### config.mk
export PLATFORM = sky130hd
export DESIGN_NAME = dpram_arbiter
export DESIGN_NICKNAME = d
export VERILOG_FILES = /design/src/rtl/dpram_arb_pkg.sv /design/src/rtl/dpram_arb_pick.sv /design/src/rtl/dpram_arbiter.sv
export SDC_FILE = /design/constraint.sdc
export NUM_CORES = 1
export LEC_CHECK = 0
export CAP_MARGIN = 10
export CORE_ASPECT_RATIO = 0.6
export CORE_UTILIZATION = 44
export DETAILED_ROUTE_END_ITERATION = 8
export GPL_ROUTABILITY_DRIVEN = 0
export GPL_TIMING_DRIVEN = 0
export PLACE_DENSITY = 0.79
export SETUP_SLACK_MARGIN = 0.15
export SLEW_MARGIN = 20
export SYNTH_ARGS = -nofsm -noshare
export SYNTH_HDL_FRONTEND = slang
export SYNTH_SLANG_ARGS = --single-unit
### constraint.sdc
create_clock -name clk -period 5.1 [get_ports clk]
set_clock_uncertainty 0.05 [all_clocks]
set_input_delay 1.275 -clock clk [delete_from_list [all_inputs] [get_ports clk]]
set_output_delay 1.275 -clock clk [all_outputs]
set_load 0.01 [all_outputs]
### src/rtl/dpram_arb_pkg.sv
// Shared types and winner selection for dpram_arbiter.
// Build option: DPRAM_ARB_FIXED_PRIO_EN selects fixed priority instead of round-robin.
package dpram_arb_pkg;

  localparam int unsigned MAX_REQUESTERS = 4;
  localparam int unsigned IDX_W          = 2;

  typedef logic [IDX_W-1:0] idx_t;

  typedef struct packed {
    logic valid;
    idx_t idx;
  } rd_tag_t;

  // Search starts at last+1; wrapping over all four slots matches wrapping at
  // REQUESTERS-1 because absent requesters are zero in the mask.
  function automatic logic [MAX_REQUESTERS-1:0] rr_pick(
    input logic [MAX_REQUESTERS-1:0] mask,
    input idx_t                      last
  );
    logic [MAX_REQUESTERS-1:0] grant;
    idx_t                      cand;
    grant = '0;
    for (int unsigned k = 1; k <= MAX_REQUESTERS; k++) begin
      cand = last + idx_t'(k);
      if (grant == '0 && mask[cand]) grant[cand] = 1'b1;
    end
    return grant;
  endfunction

endpackage

### src/rtl/dpram_arb_pick.sv
// Combinational winner selection for dpram_arbiter.
// DPRAM_ARB_FIXED_PRIO_EN: lowest index wins and no last-grant input exists.
module dpram_arb_pick
  import dpram_arb_pkg::*;
#(
  parameter int unsigned REQUESTERS = 3
) (
  input  logic [REQUESTERS-1:0] i_mask,
`ifndef DPRAM_ARB_FIXED_PRIO_EN
  input  idx_t                  i_last,
`endif
  output logic [REQUESTERS-1:0] o_grant,
  output idx_t                  o_idx,
  output logic                  o_valid
);

  logic [MAX_REQUESTERS-1:0] w_mask;
  logic [MAX_REQUESTERS-1:0] w_pick;

  assign w_mask = MAX_REQUESTERS'(i_mask);

`ifdef DPRAM_ARB_FIXED_PRIO_EN
  // Starting the rotating search after the top slot gives plain lowest-index priority.
  assign w_pick = rr_pick(w_mask, idx_t'(MAX_REQUESTERS - 1));
`else
  assign w_pick = rr_pick(w_mask, i_last);
`endif

  always_comb begin
    o_idx = '0;
    for (int unsigned i = 0; i < MAX_REQUESTERS; i++) begin
      if (w_pick[i]) o_idx = idx_t'(i);
    end
  end

  assign o_grant = w_pick[REQUESTERS-1:0];
  assign o_valid = |w_pick;

endmodule

### src/rtl/dpram_arbiter.sv
// Arbitrates up to four requesters onto one registered dpram port; write acks
// come from the issue stage, read acks one cycle later from a read tag.
// Build option: DPRAM_ARB_FIXED_PRIO_EN (fixed priority, no last_grant register).
module dpram_arbiter
  import dpram_arb_pkg::*;
#(
  parameter int unsigned REQUESTERS = 3,
  parameter int unsigned ADDR_W     = 10,
  parameter int unsigned DATA_W     = 8
) (
  input  logic                         clk,
  input  logic                         reset_n,
  input  logic [REQUESTERS-1:0]        req,
  input  logic [REQUESTERS-1:0]        we,
  input  logic [REQUESTERS*ADDR_W-1:0] addr,
  input  logic [REQUESTERS*DATA_W-1:0] wdata,
  output logic [REQUESTERS-1:0]        ack,
  output logic [DATA_W-1:0]            rdata,
  output logic                         ram_wren,
  output logic [ADDR_W-1:0]            ram_address,
  output logic [DATA_W-1:0]            ram_data,
  input  logic [DATA_W-1:0]            ram_q
);

  logic [REQUESTERS-1:0] r_pending;
  logic                  r_iss_v;
  idx_t                  r_iss_idx;
  rd_tag_t               r_tag;
  logic                  r_ram_wren;
  logic [ADDR_W-1:0]     r_ram_address;
  logic [DATA_W-1:0]     r_ram_data;
`ifndef DPRAM_ARB_FIXED_PRIO_EN
  idx_t                  r_last;
`endif

  logic [REQUESTERS-1:0] w_mask;
  logic [REQUESTERS-1:0] w_grant;
  idx_t                  w_idx;
  logic                  w_valid;
  logic                  w_we;
  logic [ADDR_W-1:0]     w_addr;
  logic [DATA_W-1:0]     w_wdata;
  logic [REQUESTERS-1:0] w_ack;

  assign w_mask = req & ~r_pending;

  dpram_arb_pick #(
    .REQUESTERS(REQUESTERS)
  ) u_pick (
    .i_mask (w_mask),
`ifndef DPRAM_ARB_FIXED_PRIO_EN
    .i_last (r_last),
`endif
    .o_grant(w_grant),
    .o_idx  (w_idx),
    .o_valid(w_valid)
  );

  always_comb begin
    w_we    = 1'b0;
    w_addr  = '0;
    w_wdata = '0;
    for (int unsigned i = 0; i < REQUESTERS; i++) begin
      if (w_grant[i]) begin
        w_we    = we[i];
        w_addr  = addr[i*ADDR_W +: ADDR_W];
        w_wdata = wdata[i*DATA_W +: DATA_W];
      end
    end
  end

  // Writes complete in the issue cycle, reads one cycle later via the tag.
  always_comb begin
    w_ack = '0;
    for (int unsigned i = 0; i < REQUESTERS; i++) begin
      w_ack[i] = (r_ram_wren && r_iss_idx == idx_t'(i)) ||
                 (r_tag.valid && r_tag.idx == idx_t'(i));
    end
  end

  always_ff @(posedge clk or negedge reset_n) begin
    if (!reset_n) begin
      r_pending     <= '0;
      r_iss_v       <= 1'b0;
      r_iss_idx     <= '0;
      r_tag         <= '0;
      r_ram_wren    <= 1'b0;
      r_ram_address <= '0;
      r_ram_data    <= '0;
`ifndef DPRAM_ARB_FIXED_PRIO_EN
      r_last        <= idx_t'(REQUESTERS - 1);
`endif
    end else begin
      r_tag.valid <= r_iss_v & ~r_ram_wren;
      r_tag.idx   <= r_iss_idx;
      r_iss_v     <= w_valid;
      r_ram_wren  <= w_valid & w_we;
      r_pending   <= (r_pending & ~w_ack) | w_grant;
      if (w_valid) begin
        r_iss_idx     <= w_idx;
        r_ram_address <= w_addr;
        r_ram_data    <= w_wdata;
`ifndef DPRAM_ARB_FIXED_PRIO_EN
        r_last        <= w_idx;
`endif
      end
    end
  end

  assign ack         = w_ack;
  assign rdata       = ram_q;
  assign ram_wren    = r_ram_wren;
  assign ram_address = r_ram_address;
  assign ram_data    = r_ram_data;

endmodule

# [After elaboration in Yosys (flattened, before gate mapping)]
# Index checks and enable logic that the tools add are counted.
[op_classes] addsub=3 mul=0 n_div=0 order_cmp=8 eq_ne=4 n_shift=0 mux=32 n_bitwise=11 reduce_logical=22
[ops] cell="two-way mux 10 bit" n=3
[ops] cell="two-way mux 8 bit" n=3
[ops] cell="two-way mux 4 bit" n=4
[ops] cell="logical AND 1 bit" n=13
[ops] cell="zero test 4 bit" n=3
[ops] cell="< comparator 2 x 3 -> 1 bit (second input constant)" n=4
[ops] cell="two-way mux 1 bit" n=12
[ops] cell="OR 4 bit" n=3
[ops] cell="binary-select mux 1 bit (select 2 bit)" n=4
[ops] cell="demux 1 bit (select 2 bit)" n=4
[ops] cell=">= comparator 2 x 1 -> 1 bit (second input constant)" n=4
[ops] cell="bitwise AND 3 bit" n=2
[ops] cell="NOT 3 bit" n=2
[ops] cell="adder 2 bit (second input constant)" n=2
[ops] cell="== test 2 x 1 -> 1 bit (second input constant)" n=2
[ops] cell="== test 2 bit (second input constant)" n=2
[ops] cell="zero test 2 bit" n=2
[ops] cell="two-way mux 2 bit" n=2
[ops] cell="OR reduction 4 bit" n=1
[ops] cell="logical OR 1 bit" n=3
[ops] cell="OR 3 bit" n=1
[ops] cell="adder 2 x 1 -> 2 bit (second input constant)" n=1
[ops] cell="bitwise AND 1 bit" n=2
[ops] cell="NOT 1 bit" n=1
[word_totals] ff_bits=30 latchBits=0 ram_bits=0 mem_bits_ro=0 input_bits=70 output_inout_bits=30 elab_cells=89 n_memories=0

# [Depth between registers and ports, before layout]
[logic_depth] ltp_word=19 mapped_depth=15 depth_no_buf=9

# [By module]
# A second synthesis with hierarchy kept.
[unflattened] hier_cells=218 hier_area_um2=2148.3
[modules_own_cells] module="dpram_arbiter" n_inst=1 cells_each=152 area_per_inst_um2=1612.8 seq_area_each_um2=726.9
[modules_own_cells] module="dpram_arb_pick" n_inst=1 cells_each=66 area_per_inst_um2=535.5 seq_area_each_um2=0.0

# [Worst setup path before layout]
# OpenSTA, ideal clock, no wires.
[synth_timing] kind="register to register" from="reg, netlist name r_iss_idx[0]" to="reg r_ram_address[5], in the netlist ram_address[5]" setup_ps=129 arrival_ps=3703 required_time_ps=4921 slack_ps=1218 stages_incl_launch_ff=16 path_buffers=6 synth_period_minus_slack_ps=3882 cell_sequence="dfrtp_1 buf_6 clkbuf_1 inv_1 ha_1 buf_2 or4b_1 buf_2 a32o_2 a2111oi_4 nand2_1 a41o_1 buf_6 buf_2 a211oi_2 a221oi_2"
[synth_rtl] item="end signal: assignment" line_no="dpram_arbiter.sv:101" source="r_ram_address <= w_addr;"
[synth_rtl] item="end: declaration" line_no="dpram_arbiter.sv:30" source="logic [ADDR_W-1:0] r_ram_address;"

==> metrics.csv <==
stage,metric,value,unit
drt,drt first-iter violations,149,
global_route,total grt overflow,0,
drt,total wire length,7.374,mm
setup_path,CP most frequent cell,buf_2,
setup_path,CP max-delay cell,or4b_1,
setup_path,CP Data Arrival Time,4.69,ns
hold_path,Hold Crit Class,reg2reg,
layout,FILL cells,397,
setup_path,critical path cell sequence,buf_6 -> clkbuf_1 -> inv_1 -> ha_1 -> buf_2 -> or4b_1 -> buf_2 -> a32o_2 -> a2111oi_4 -> a21oi_1 -> a21oi_2 -> buf_4 -> nand3_1 -> a221oi_2,
clock_network,clock buffer count from CTS,5,
synthesis,"EDFF count, synth",0,
timing,Slew HR,48.77,%
drt,post-route ant nets,0,
synthesis,Mapped Nets,330,
global_route,largest net degree at the start of global routing,30,
outcome,run status,"finished, final reports clean",
power,Pleak,1.460,nW
drt,Pre-Repair DR Iteration Count,4,
placement,DP HPWL,5.489,mm
layout,ant diodes,0,
global_route,total track usage,24.91,%
power,maximum VDD drop,0.0003226,V
placement,placed cell areas,0.003465,mm^2
setup_path,startpoint types,register,
global_route,first-pass GRT wire length,11.43,mm
timing,Final Max Tran Viols,0,
die,Vert. Die Dim,60.11,um
synthesis,Post-Syn Area,0.002476,mm^2
setup_path,CP Buf/Inv Count,6,
die,initial core utilization,47.34,%
layout,number of nets in the layout,428,
setup_path,Worst Setup End Kind,register,
layout,"commonest non-fill, non-tap cell in the layout",clkdlybuf4s50_1,
timing,FMAX,0.2196,GHz
synthesis,Unique masters post-synth,62,
layout,most frequent cells in the layout,"clkdlybuf4s50_1, inv_1, dfrtp_1",
clock_network,CTS H-Tree Depth,2,
die,Ports,100,
clock_network,CTS tree,yes,
synthesis,share of flip-flops with an asynchronous set or reset,100.0,%
layout,Multi-input gate area,0.001455,mm^2
drt,wire per inst,17.68,um
synthesis,register area share after synthesis,29.36,%
clock_network,clk buf depth,2,
timing,final setup TNS,0,ns
synthesis,Synth Area in Compound Gates,38.10,%
timing,final hold vios,0,
global_route,antenna violations before repair,0,
synthesis,Mapped Cells,252,
synthesis,mux cell area share after synthesis,0,%
global_route,vias in the first global route,2288,
synthesis,"Primary FF master, synth",dfrtp_1,
setup_path,Critical Path Fanout Max,10,
layout,fin area,0.003585,mm^2
setup_path,Top Family by Delay on Critical Path,compound AO/OA/AOI/OAI gates,
setup_path,"setup slack, reg-to-reg",0.55,ns
setup_path,max incr delay on CP,0.49,ns
timing,Slew @ Worst Pin,0.7684,ns
timing,Tmin final,4.554,ns
synthesis,main combinational cell family by area after synthesis,compound AO/OA/AOI/OAI gates,
clock_network,clock root cell,clkbuf_8,
clock_network,# hold bufs at CTS,0,
power,Comb power frac,64.7,%
layout,sequential standard cell area,726.9,um^2
synthesis,register bit total from synthesis,29,
timing,final setup violation count,0,
power,Internal Pwr Total,0.001122,W
timing,period utilization,89.29,%
power,Sw Share,42.64,%
die,core area,0.005230,mm^2
die,die area,0.005942,mm^2
setup_path,WP data required,5.23,ns
power,Reg power frac,21.9,%
placement,Port Buf Inserts,91,
synthesis,Simple-Gate Fraction of Synth Area,16.62,%
power,Pwr per Cell Area,545.8,mW/mm^2
synthesis,Post-Synth XOR/XNOR Area,0,%
clock_network,worst skew pair latency,0.29,ns
clock_network,clock slew at reported path FFs,0.07,ns
drt,vias per cell,5.897,
flow_run,Max Cap Viol,0,
die,chip width,98.85,um
timing,RSZ-0062 raised after global routing,no,
power,Switch Pwr,0.0008343,W
synthesis,Ys Warns,0,
clock_network,clock net sink count,29,
clock_network,cts repair resizes,0,
drt,drt drc,0,
clock_network,Post-CTS Setup Repair Bufs,0,
synthesis,Synth Area per Inst,9.826,um^2
drt,Via Count,2459,
setup_path,critical setup path kind,reg2reg,
layout,Area Growth Syn to Fin,44.77,%
die,site row count,20,
layout,share of cells above drive strength 1,23.36,%
power,Clock Power Share,13.4,%
synthesis,post-synthesis adder-cell area fraction,4.042,%
-- final cells by class --
class / instances / share of cell area [%]
Buffer: 25 / 4.956
Clock buffer: 6 / 2.304
Clock inverter: 2 / 1.047
Inverter: 31 / 3.246
Multi-Input combinational cell: 167 / 40.59
Sequential cell: 29 / 20.28
Tap cell: 66 / 2.304
Timing Repair Buffer: 91 / 25.27
-- layer usage --
layer  share of wire (%)  global-route usage [%]  vias to the layer above
met4                0.52                   2.772                        0
met1                  46                   35.45                     1167
met5                   0                       0                        -
li1                    -                       -                     1159
met3                  11                   7.251                        6
met2                  43                   38.66                      127
-- registers in the layout, indices dropped and copies added, names as in the netlist --
signal / flops
r_pending: 3
ram_data: 8
r_last: 1
r_iss_idx: 2
r_tag: 3
ram_address: 10
r_iss_v: 1
ram_wren: 1
-- Yosys cell counts, types with 3 or more instances --
| cell | number | area share (%) |
|---|---|---|
| a211oi_2 | 20 | 10 |
| a21o_1 | 4 | 1.2 |
| a21oi_1 | 3 | 0.61 |
| a221oi_2 | 18 | 11 |
| a31oi_1 | 5 | 1.3 |
| a32oi_1 | 3 | 1.1 |
| buf_2 | 7 | 1.4 |
| buf_4 | 12 | 3.6 |
| buf_6 | 4 | 1.8 |
| dfrtp_1 | 28 | 28 |
| ha_1 | 8 | 4.0 |
| inv_1 | 30 | 4.5 |
| nand2_1 | 5 | 0.76 |
| nand3_1 | 21 | 4.2 |
| nor2_1 | 23 | 3.5 |
| nor3_1 | 3 | 0.61 |
| nor4bb_1 | 4 | 1.6 |
| o21ai_0 | 3 | 0.61 |
-- final timing paths --
| check | cells after the start | to | start |
|---|---|---|---|
| max | 14 | ram_address[9] | r_iss_idx[0] |
| max reg2reg | 14 | ram_address[9] | r_iss_idx[0] |
| max in group asynchronous | 1 | ram_address[3] | reset_n |
| min in group asynchronous | 1 | ram_data[1] | reset_n |
| min reg2reg | 0 | r_tag[1] | r_iss_idx[1] |
| min | 0 | r_tag[1] | r_iss_idx[1] |
-- power by group through the flow --
stage,Clock (W),Combinational (W),Sequential [W]
2_1_floorplan,0,0.000820,0.000455
3_3_place_gp,0,0.00123,0.000429
3_5_place_dp,0,0.00126,0.000431
4_1_cts,0.000264,0.00127,0.000427
5_1_grt,0.000273,0.00136,0.000444
6_report,0.000262,0.00127,0.000428
-- per-stage QoR --
stage          hold WS [ns]  util [%]  power (W)  setup slack [ns]  instances
6_report             0.4102     68.54   0.001957            0.5460        417
5_1_grt              0.4331     68.54   0.002077            0.2733        417
4_1_cts              0.4114     68.54   0.001957            0.5764        417
3_5_place_dp         0.4006     66.24   0.001691            0.5085        409
3_3_place_gp         0.3945     66.34   0.001662            0.5832        409
2_1_floorplan        0.3656         -   0.001274             1.218        252
-- kinds of logic after synthesis --
group,after synthesis
AO/OA/AOI/OAI,86
adder cells (fa/ha/maj),8
buffers and inverters,56
flip-flops,29
AND/OR/NAND/NOR,73
Power figures use the tool's default switching activity.
